File: src/rtl/alu_issue_stage_if.sv
// Bundles the upstream issue handshake, the ALU operand/result bus and the writeback handshake.
// master = the issue stage (drives the ALU), slave = its surroundings (upstream, ALU, writeback).
interface alu_issue_stage_if #(
    parameter int unsigned XLEN = 32
);
    logic            in_valid;
    logic            in_ready;
    logic [31:0]     in_instr;
    logic [XLEN-1:0] in_rs1;
    logic [XLEN-1:0] in_rs2;
    logic [XLEN-1:0] alu_a;
    logic [XLEN-1:0] alu_b;
    logic [3:0]      alu_op;
    logic [XLEN-1:0] alu_res;
    logic            out_valid;
    logic            out_ready;
    logic [4:0]      out_rd;
    logic [XLEN-1:0] out_data;
    logic            out_we;
    logic            out_illegal;

    modport master (
        input  in_valid, in_instr, in_rs1, in_rs2, alu_res, out_ready,
        output in_ready, alu_a, alu_b, alu_op, out_valid, out_rd, out_data, out_we, out_illegal
    );

    modport slave (
        output in_valid, in_instr, in_rs1, in_rs2, alu_res, out_ready,
        input  in_ready, alu_a, alu_b, alu_op, out_valid, out_rd, out_data, out_we, out_illegal
    );
endinterface

File: src/rtl/alu_issue_stage.sv
// Two-stage RV32I OP/OP-IMM/LUI issue: D register decodes and drives the combinational ALU,
// W register captures the ALU result with destination info for writeback.
module alu_issue_stage #(
    parameter int unsigned XLEN      = 32,
    parameter bit          ALLOW_LUI = 1'b1
) (
    input  logic                clk,
    input  logic                rst_n,
    alu_issue_stage_if.master   bus
);
    typedef enum logic [6:0] {
        OPC_OP     = 7'b0110011,
        OPC_OP_IMM = 7'b0010011,
        OPC_LUI    = 7'b0110111
    } opc_e;

    typedef enum logic [3:0] {
        ALU_ADD    = 4'b0000,
        ALU_PASS_B = 4'b1001
    } alu_op_e;

    logic [6:0]      w_opc;
    logic [2:0]      w_f3;
    logic [6:0]      w_f7;
    logic [3:0]      w_op;
    logic [XLEN-1:0] w_a;
    logic [XLEN-1:0] w_b;
    logic            w_ill;
    logic            w_unused;

    logic            r_d_valid;
    logic [XLEN-1:0] r_alu_a;
    logic [XLEN-1:0] r_alu_b;
    logic [3:0]      r_alu_op;
    logic [4:0]      r_d_rd;
    logic            r_d_ill;

    logic            r_w_valid;
    logic [4:0]      r_out_rd;
    logic [XLEN-1:0] r_out_data;
    logic            r_out_we;
    logic            r_out_ill;

    logic            w_w_adv;
    logic            w_d_adv;
    logic            w_d_load;
    logic            w_w_load;

    assign w_opc    = bus.in_instr[6:0];
    assign w_f3     = bus.in_instr[14:12];
    assign w_f7     = bus.in_instr[31:25];
    assign w_unused = ^bus.in_instr[19:15];

    // Illegal encodings issue as ADD 0+0 so the ALU sees a benign operation.
    always_comb begin
        w_op  = ALU_ADD;
        w_a   = '0;
        w_b   = '0;
        w_ill = 1'b0;
        case (w_opc)
            OPC_OP: begin
                if (w_f7 == 7'b0000000 ||
                    (w_f7 == 7'b0100000 && (w_f3 == 3'b000 || w_f3 == 3'b101))) begin
                    w_op = {w_f7[5], w_f3};
                    w_a  = bus.in_rs1;
                    w_b  = bus.in_rs2;
                end else begin
                    w_ill = 1'b1;
                end
            end
            OPC_OP_IMM: begin
                if (w_f3 == 3'b001 || w_f3 == 3'b101) begin
                    if (w_f7 == 7'b0000000 || (w_f7 == 7'b0100000 && w_f3 == 3'b101)) begin
                        w_op = {bus.in_instr[30], w_f3};
                        w_a  = bus.in_rs1;
                        w_b  = {{(XLEN-5){1'b0}}, bus.in_instr[24:20]};
                    end else begin
                        w_ill = 1'b1;
                    end
                end else begin
                    w_op = {1'b0, w_f3};
                    w_a  = bus.in_rs1;
                    w_b  = {{(XLEN-12){bus.in_instr[31]}}, bus.in_instr[31:20]};
                end
            end
            OPC_LUI: begin
                if (ALLOW_LUI) begin
                    w_op = ALU_PASS_B;
                    w_b  = {bus.in_instr[31:12], {(XLEN-20){1'b0}}};
                end else begin
                    w_ill = 1'b1;
                end
            end
            default: w_ill = 1'b1;
        endcase
    end

    assign w_w_adv  = !r_w_valid || bus.out_ready;
    assign w_d_adv  = !r_d_valid || w_w_adv;
    assign w_d_load = bus.in_valid && w_d_adv;
    assign w_w_load = r_d_valid && w_w_adv;

    always_ff @(posedge clk or negedge rst_n) begin
        if (!rst_n) begin
            r_d_valid  <= 1'b0;
            r_alu_a    <= '0;
            r_alu_b    <= '0;
            r_alu_op   <= '0;
            r_d_rd     <= '0;
            r_d_ill    <= 1'b0;
            r_w_valid  <= 1'b0;
            r_out_rd   <= '0;
            r_out_data <= '0;
            r_out_we   <= 1'b0;
            r_out_ill  <= 1'b0;
        end else begin
            if (w_d_load) begin
                r_d_valid <= 1'b1;
                r_alu_a   <= w_a;
                r_alu_b   <= w_b;
                r_alu_op  <= w_op;
                r_d_rd    <= bus.in_instr[11:7];
                r_d_ill   <= w_ill;
            end else if (w_w_adv) begin
                r_d_valid <= 1'b0;
            end

            if (w_w_load) begin
                r_w_valid  <= 1'b1;
                r_out_rd   <= r_d_rd;
                r_out_data <= r_d_ill ? '0 : bus.alu_res;
                r_out_we   <= !r_d_ill && (r_d_rd != 5'd0);
                r_out_ill  <= r_d_ill;
            end else if (bus.out_ready) begin
                r_w_valid <= 1'b0;
            end
        end
    end

    assign bus.in_ready    = w_d_adv;
    assign bus.alu_a       = r_alu_a;
    assign bus.alu_b       = r_alu_b;
    assign bus.alu_op      = r_alu_op;
    assign bus.out_valid   = r_w_valid;
    assign bus.out_rd      = r_out_rd;
    assign bus.out_data    = r_out_data;
    assign bus.out_we      = r_out_we;
    assign bus.out_illegal = r_out_ill;
endmodule
File: src/flat_wrapper.sv
// flat-port wrapper written by rule: the top's interface ports become plain ports
module alu_issue_stage_flat 
#(
    parameter int unsigned XLEN      = 32,
    parameter bit          ALLOW_LUI = 1'b1
)
  (clk, rst_n, bus_in_valid, bus_in_instr, bus_in_rs1, bus_in_rs2, bus_alu_res, bus_out_ready, bus_in_ready, bus_alu_a, bus_alu_b, bus_alu_op, bus_out_valid, bus_out_rd, bus_out_data, bus_out_we, bus_out_illegal);
  alu_issue_stage_if #(.XLEN(XLEN)) bus_i ();
  input  logic clk;
  input  logic rst_n;
  input wire logic [$bits(bus_i.in_valid)-1:0] bus_in_valid;
  input wire logic [$bits(bus_i.in_instr)-1:0] bus_in_instr;
  input wire logic [$bits(bus_i.in_rs1)-1:0] bus_in_rs1;
  input wire logic [$bits(bus_i.in_rs2)-1:0] bus_in_rs2;
  input wire logic [$bits(bus_i.alu_res)-1:0] bus_alu_res;
  input wire logic [$bits(bus_i.out_ready)-1:0] bus_out_ready;
  output wire logic [$bits(bus_i.in_ready)-1:0] bus_in_ready;
  output wire logic [$bits(bus_i.alu_a)-1:0] bus_alu_a;
  output wire logic [$bits(bus_i.alu_b)-1:0] bus_alu_b;
  output wire logic [$bits(bus_i.alu_op)-1:0] bus_alu_op;
  output wire logic [$bits(bus_i.out_valid)-1:0] bus_out_valid;
  output wire logic [$bits(bus_i.out_rd)-1:0] bus_out_rd;
  output wire logic [$bits(bus_i.out_data)-1:0] bus_out_data;
  output wire logic [$bits(bus_i.out_we)-1:0] bus_out_we;
  output wire logic [$bits(bus_i.out_illegal)-1:0] bus_out_illegal;
  assign bus_i.in_valid = bus_in_valid;
  assign bus_i.in_instr = bus_in_instr;
  assign bus_i.in_rs1 = bus_in_rs1;
  assign bus_i.in_rs2 = bus_in_rs2;
  assign bus_i.alu_res = bus_alu_res;
  assign bus_i.out_ready = bus_out_ready;
  assign bus_in_ready = bus_i.in_ready;
  assign bus_alu_a = bus_i.alu_a;
  assign bus_alu_b = bus_i.alu_b;
  assign bus_alu_op = bus_i.alu_op;
  assign bus_out_valid = bus_i.out_valid;
  assign bus_out_rd = bus_i.out_rd;
  assign bus_out_data = bus_i.out_data;
  assign bus_out_we = bus_i.out_we;
  assign bus_out_illegal = bus_i.out_illegal;
  alu_issue_stage #(.XLEN(XLEN), .ALLOW_LUI(ALLOW_LUI)) u_core (.clk(clk), .rst_n(rst_n), .bus(bus_i));
endmodule
File: config.mk
export PLATFORM = sky130hd
export DESIGN_NAME = alu_issue_stage_flat
export DESIGN_NICKNAME = d
export VERILOG_FILES = /design/src/rtl/alu_issue_stage_if.sv /design/src/rtl/alu_issue_stage.sv /design/src/flat_wrapper.sv
export SDC_FILE = /design/constraint.sdc
export NUM_CORES = 1
export LEC_CHECK = 0
export CORE_MARGIN = 2
export CORE_UTILIZATION = 37
export DETAILED_ROUTE_END_ITERATION = 12
export HOLD_SLACK_MARGIN = 0.02
export PLACE_DENSITY = 0.76
export SLEW_MARGIN = 40
export SYNTH_ARGS = -nofsm -noshare
export SYNTH_HDL_FRONTEND = slang
export SYNTH_SLANG_ARGS = --single-unit
File: constraint.sdc
create_clock -name clk -period 1.75 [get_ports clk]
set_clock_uncertainty 0.05 [all_clocks]
set_input_delay 0.175 -clock clk [delete_from_list [all_inputs] [get_ports clk]]
set_output_delay 0.175 -clock clk [all_outputs]
set_load 0.01 [all_outputs]
# --- After elaboration in Yosys (flattened, before gate mapping) ---
# Cells that the tools add are included.
classes:
  n_eq_ne: 6
  n_mux: 21
  reduce_logical: 19
ops:
  columns: ["cell", "n"]
  rows:
  - ["32-bit 2-to-1 mux", 6]
  - ["32-bit case mux with 3 select lines", 1]
  - ["32-bit case mux with 2 select lines", 1]
  - ["7-bit by 6-bit == test with 1-bit output, second input constant", 3]
  - ["4-bit 2-to-1 mux", 3]
  - ["4-bit case mux with 3 select lines", 1]
  - ["7-bit by 5-bit == test with 1-bit output, second input constant", 1]
  - ["7-bit zero test", 1]
  - ["1-bit 2-to-1 mux", 7]
  - ["1-bit logical OR", 6]
  - ["1-bit logical AND", 5]
  - ["5-bit 2-to-1 mux", 1]
  - ["5-bit nonzero test", 1]
  - ["2-bit nonzero test", 2]
  - ["3-bit by 1-bit == test with 1-bit output, second input constant", 1]
  - ["3-bit == test, second input constant", 1]
  - ["1-bit zero test", 3]
  - ["3-bit zero test", 1]
  - ["1-bit case mux with 3 select lines", 1]
totals:
  word_cells: 57
  input_bits: 132
  register_bits: 115

# --- Longest topological paths before layout ---
depth:
  depth_word: 6
  ltp_mapped: 8

# --- Worst setup path before layout ---
# OpenSTA, ideal clock, no wires.
synth_path:
  kind: "reg-to-reg"
  startpoint: "register u_core.r_w_valid (netlist: u_core.bus.out_valid)"
  endpoint: "register u_core.r_alu_b[21] (netlist: u_core.bus.alu_b[21])"
  arrival_ns: 1.672
  path_buffers: 2
  slack_ns: -0.098
  setup_time_ns: 0.126
  period_less_slack_ns: 1.848
  stages_incl_launch_ff: 8
  cell_sequence: "dfrtp_1 > nand3b_1 > nand3_1 > or2_2 > buf_2 > buf_1 > nor2_1 > a221o_1"
synth_between:
  elab_chain_cells: 4
synth_rtl:
  columns: ["item", "line", "text"]
  rows:
  - ["start, declared", "alu_issue_stage.sv:38", "logic r_w_valid;"]
  - ["start signal, assigned", "alu_issue_stage.sv:111", "r_w_valid <= 1'b0;"]
  - ["start signal, assigned", "alu_issue_stage.sv:129", "r_w_valid <= 1'b1;"]
  - ["start signal, assigned", "alu_issue_stage.sv:135", "r_w_valid <= 1'b0;"]
  - ["1-bit zero test", "alu_issue_stage.sv:98", "assign w_w_adv = !r_w_valid || bus.out_ready;"]
  - ["1-bit logical OR", "alu_issue_stage.sv:98", null]
  - ["1-bit logical OR", "alu_issue_stage.sv:99", "assign w_d_adv = !r_d_valid || w_w_adv;"]
  - ["named net bus_in_ready", "flat_wrapper.sv:17", "output wire logic [$bits(bus_i.in_ready)-1:0] bus_in_ready;"]
  - ["1-bit logical AND", "alu_issue_stage.sv:100", "assign w_d_load = bus.in_valid && w_d_adv;"]
  - ["end signal, assigned", "alu_issue_stage.sv:120", "r_alu_b <= w_b;"]
  - ["end, declared", "alu_issue_stage.sv:33", "logic [XLEN-1:0] r_alu_b;"]
# The timed path passes the listed nets, and every way through them passes these cells.
# A chain may end at the register's enable or synchronous reset.

# --- Worst setup path in the final report ---
layout_path:
  startpoint: "input bus_in_instr[1]"
  endpoint: "register u_core.r_alu_b[28] (netlist: u_core.bus.alu_b[28])"
layout_between:
  elab_chain_cells: 2
layout_rtl:
  columns: ["item", "line", "text"]
  rows:
  - ["start, declared", "flat_wrapper.sv:12", "input wire logic [$bits(bus_i.in_instr)-1:0] bus_in_instr;"]
  - ["7-bit by 6-bit == test with 1-bit output or 7-bit by 5-bit == test with 1-bit output (tied branches)", "alu_issue_stage.sv:60", "case (w_opc)"]
  - ["32-bit case mux with 3 select lines *", "alu_issue_stage.sv:60", null]
# Every way passes the cells marked *; elsewhere a longest branch is shown, timed or not.

==> impl_metrics.toml <==
[critical_path]
critPathMaxFanout = 13
r2r_start = "u_core.bus.out_valid$_DFFE_PN0P_"
crit_end = "u_core.bus.alu_b[28]$_DFFE_PN0P_"
r2r_cells = 6
critPathKind = "in -> reg"
rrSetupSlack_ns = 0.10
cp-end-kind = "flop"
start_kind = "input pin"
critPathArrivalTime_ns = 2.02
rr_endpoint = "u_core.bus.alu_b[28]$_DFFE_PN0P_"
cp.required_ns = 2.05
critPathLaunch = "bus_in_instr[1]"

[pwr]
combinationalPowerShare_pct = 12.4
clkPwrFrac_pct = 48.6
internal_power_w = 0.00550
switchingPower_w = 0.00161
p_seq_share_pct = 39.0
p_sw_share_pct = 22.6
irDropWorstVdd_mv = 0.558
power_w = 0.00711
powerDensity_nw_per_um2 = 816
leakage_nw = 3.66

[synth]
synth-seq-cells = 115
ys_seq_area_share_pct = 56.3
ys_warn_count = 0
syn_area_sq_um = 5110
ys_types = 40
syn_avg_cell_area_sq_um = 9.95
syn-num-nets = 646
syn_inst = 514

[clock_network]
root_buffer = "clkbuf_16"
cts_buffers = 17
clk_latency_ns = 0.41
ctsLongestPathBuffers = 2
cts_tree = "yes"
clkSlewWorstSetupHoldPaths_ns = 0.05
clock-sinks = 115
htree_num_levels = 4

[final_layout]
final_common_cell = "clkdlybuf4s50_1"
n_antenna_cell = 0
instances_no_fill = 978
drive_above_1_share_pct = 16.6
area_growth_pct = 70.2
layout_common_cells = "clkdlybuf4s50_1, nand2_1, dfrtp_1"
final_nets = 921
fillerInstances = 1036

[timing]
hold_slack_ns = 0.105
worst-slew-pin-transition_ns = 0.765
timing.final.crit_share_pct = 98.2
max_freq_mhz = 582
drv_slew = 0
hold_viol = 0
setup_ws_ns = 0.0316
setup_viol = 0
relSlewSlack_pct = 48.8
period_needed_ns = 1.72

[route]
dr.pass1.iters = 4
vias = 4888
drtIter0Drc = 268
wl_microns = 16000
drcViolationCount = 0
ant_nets = 0
wl_per_cell_microns = 16.3
viasPerCell = 5.00

[grt]
grt_max_degree = 116
grt_overflow = 0
grt_usage_pct = 22.0
antenna_found_initial = 0
grt_pass1_wl_microns = 25300
grt_pass1_vias = 5160

[outcome]
status = "complete, no violations"

[die]
die_h_microns = 122
io_pins = 241
initial_core_util_pct = 38.3
coreArea_sq_um = 13300
die_area_sq_um = 14800
rows = 42
dieWidth_microns = 122

[place]
place_ws_ns = -0.626
io_buffers = 240
gp_congestion = 0.792
dp_hpwl_microns = 11300
place_inst = 942

[flow_run]
drv_cap = 0

[min_path]
hp-class = "in -> reg"
## stage by stage
step | setup TNS [ns] | instance area, sq um | utilization (%)
floorplan | -1.57 | 5110 | -
global placement | -34.74 | 8000 | 59.9
detailed placement | -34.70 | 8000 | 60.0
CTS | 0 | 8640 | 64.7
global route | -0.0196 | 8710 | 65.2
finish | 0 | 8710 | 65.2
## cell usage after synthesis
library cell  count  area share (%)
a21o_1            1            0.15
a21oi_1          20             2.0
a21oi_4           1            0.32
a221o_1          25             4.9
a22oi_1           8             1.2
a31oi_1           1            0.12
a32o_1            1            0.20
and2_1            7            0.86
and4b_1           1            0.20
buf_1             1           0.073
buf_2             1           0.098
buf_6             5             1.1
clkbuf_1         28             2.1
dfrtp_1         115              56
inv_1             1           0.073
mux2_2            6             1.3
nand2_1         127             9.3
nand2_2           1            0.12
nand2b_1         37             4.5
nand3_1           2            0.20
nand3_2           1            0.20
nand3b_1          2            0.29
nand4b_1          1            0.17
nor2_1           24             1.8
nor2_4            1            0.22
nor2b_1           3            0.37
nor3_1            3            0.29
nor3_2            1            0.20
nor4b_1           1            0.17
o21ai_0          46             4.5
o21ai_1           3            0.29
o21ai_2          27             4.6
o31ai_1           2            0.29
o32a_2            1            0.22
or2_0             1            0.12
or2_2             3            0.37
or3_1             1            0.12
or4_1             1            0.15
or4_4             2            0.44
xor2_1            1            0.17
## area by class of cell
type | instances | area, sq um | area share (%)
inverters | 1 | 3.75 | 0.0431
repair buffers | 290 | 2890 | 33.2
flip-flops and latches | 115 | 2880 | 33.1
clock inverters | 9 | 129 | 1.48
well taps | 176 | 220 | 2.53
clock buffers | 23 | 458 | 5.26
multi-input cells | 364 | 2120 | 24.4
## cell families after synthesis
logic type	Yosys count	synth area share (%)
XOR/XNOR	1	0.171
buffers and inverters	36	3.40
AND/OR/NAND/NOR	220	20.1
AO/OA/AOI/OAI	136	18.7
multiplexers	6	1.32
flip-flops	115	56.3
## power by group through the flow
stage	combinational (W)	clock [W]	sequential [W]
finish	0.000878	0.00345	0.00277
global route	0.000950	0.00365	0.00278
CTS	0.000881	0.00352	0.00278
detailed placement	0.000869	0	0.00282
global placement	0.000857	0	0.00281
floorplan	0.000239	0	0.00283
## routing by layer
metal | wire length, microns | track usage [%] | vias to the layer above
li1 | - | - | 2326
met5 | 0 | 0 | -
met4 | 315 | 8.69 | 0
met2 | 7950 | 37.3 | 225
met1 | 6420 | 26.3 | 2312
met3 | 1300 | 6.46 | 25
## registers in the layout, indices dropped and copies added, names as in the netlist
| signal | count |
|---|---|
| u_core.bus.out_illegal | 1 |
| u_core.bus.out_rd | 5 |
| u_core.bus.alu_a | 32 |
| u_core.bus.alu_op | 4 |
| u_core.r_d_ill | 1 |
| u_core.r_d_rd | 5 |
| u_core.bus.out_valid | 1 |
| u_core.r_d_valid | 1 |
| u_core.bus.out_we | 1 |
| u_core.bus.out_data | 32 |
| u_core.bus.alu_b | 32 |
## critical path: stages
cell             delay [ns]
clkdlybuf4s50_1        0.50
nand4b_1               0.13
or2_2                  0.33
or2_2                  0.36
nor2_4                 0.19
clkbuf_16              0.20
a221o_1                0.14
## worst min path at each step
stage / to / from / depth (start not counted) / slack (ns)
detailed placement: u_core.bus.out_data[23]$_DFFE_PN0P_ / rst_n / 2 / 0.26
global route: u_core.bus.alu_b[6]$_DFFE_PN0P_ / bus_in_instr[26] / 4 / 0.14
floorplan: u_core.bus.alu_a[0]$_DFFE_PN0P_ / rst_n / 0 / -0.17
finish: u_core.bus.alu_b[6]$_DFFE_PN0P_ / bus_in_instr[26] / 4 / 0.11
global placement: u_core.bus.out_data[14]$_DFFE_PN0P_ / rst_n / 2 / 0.25
CTS: u_core.bus.alu_b[8]$_DFFE_PN0P_ / bus_in_instr[28] / 4 / 0.20
## repair_timing
item,in CTS,in global routing
gates cloned,1,1
setup buffers,1,0
setup endpoints to repair,61,39
resized for setup,13,11
pin swaps,6,8
hold buffers,1,0
hold endpoints to repair,115,0
Note: power is estimated with default switching activity, not from simulation.
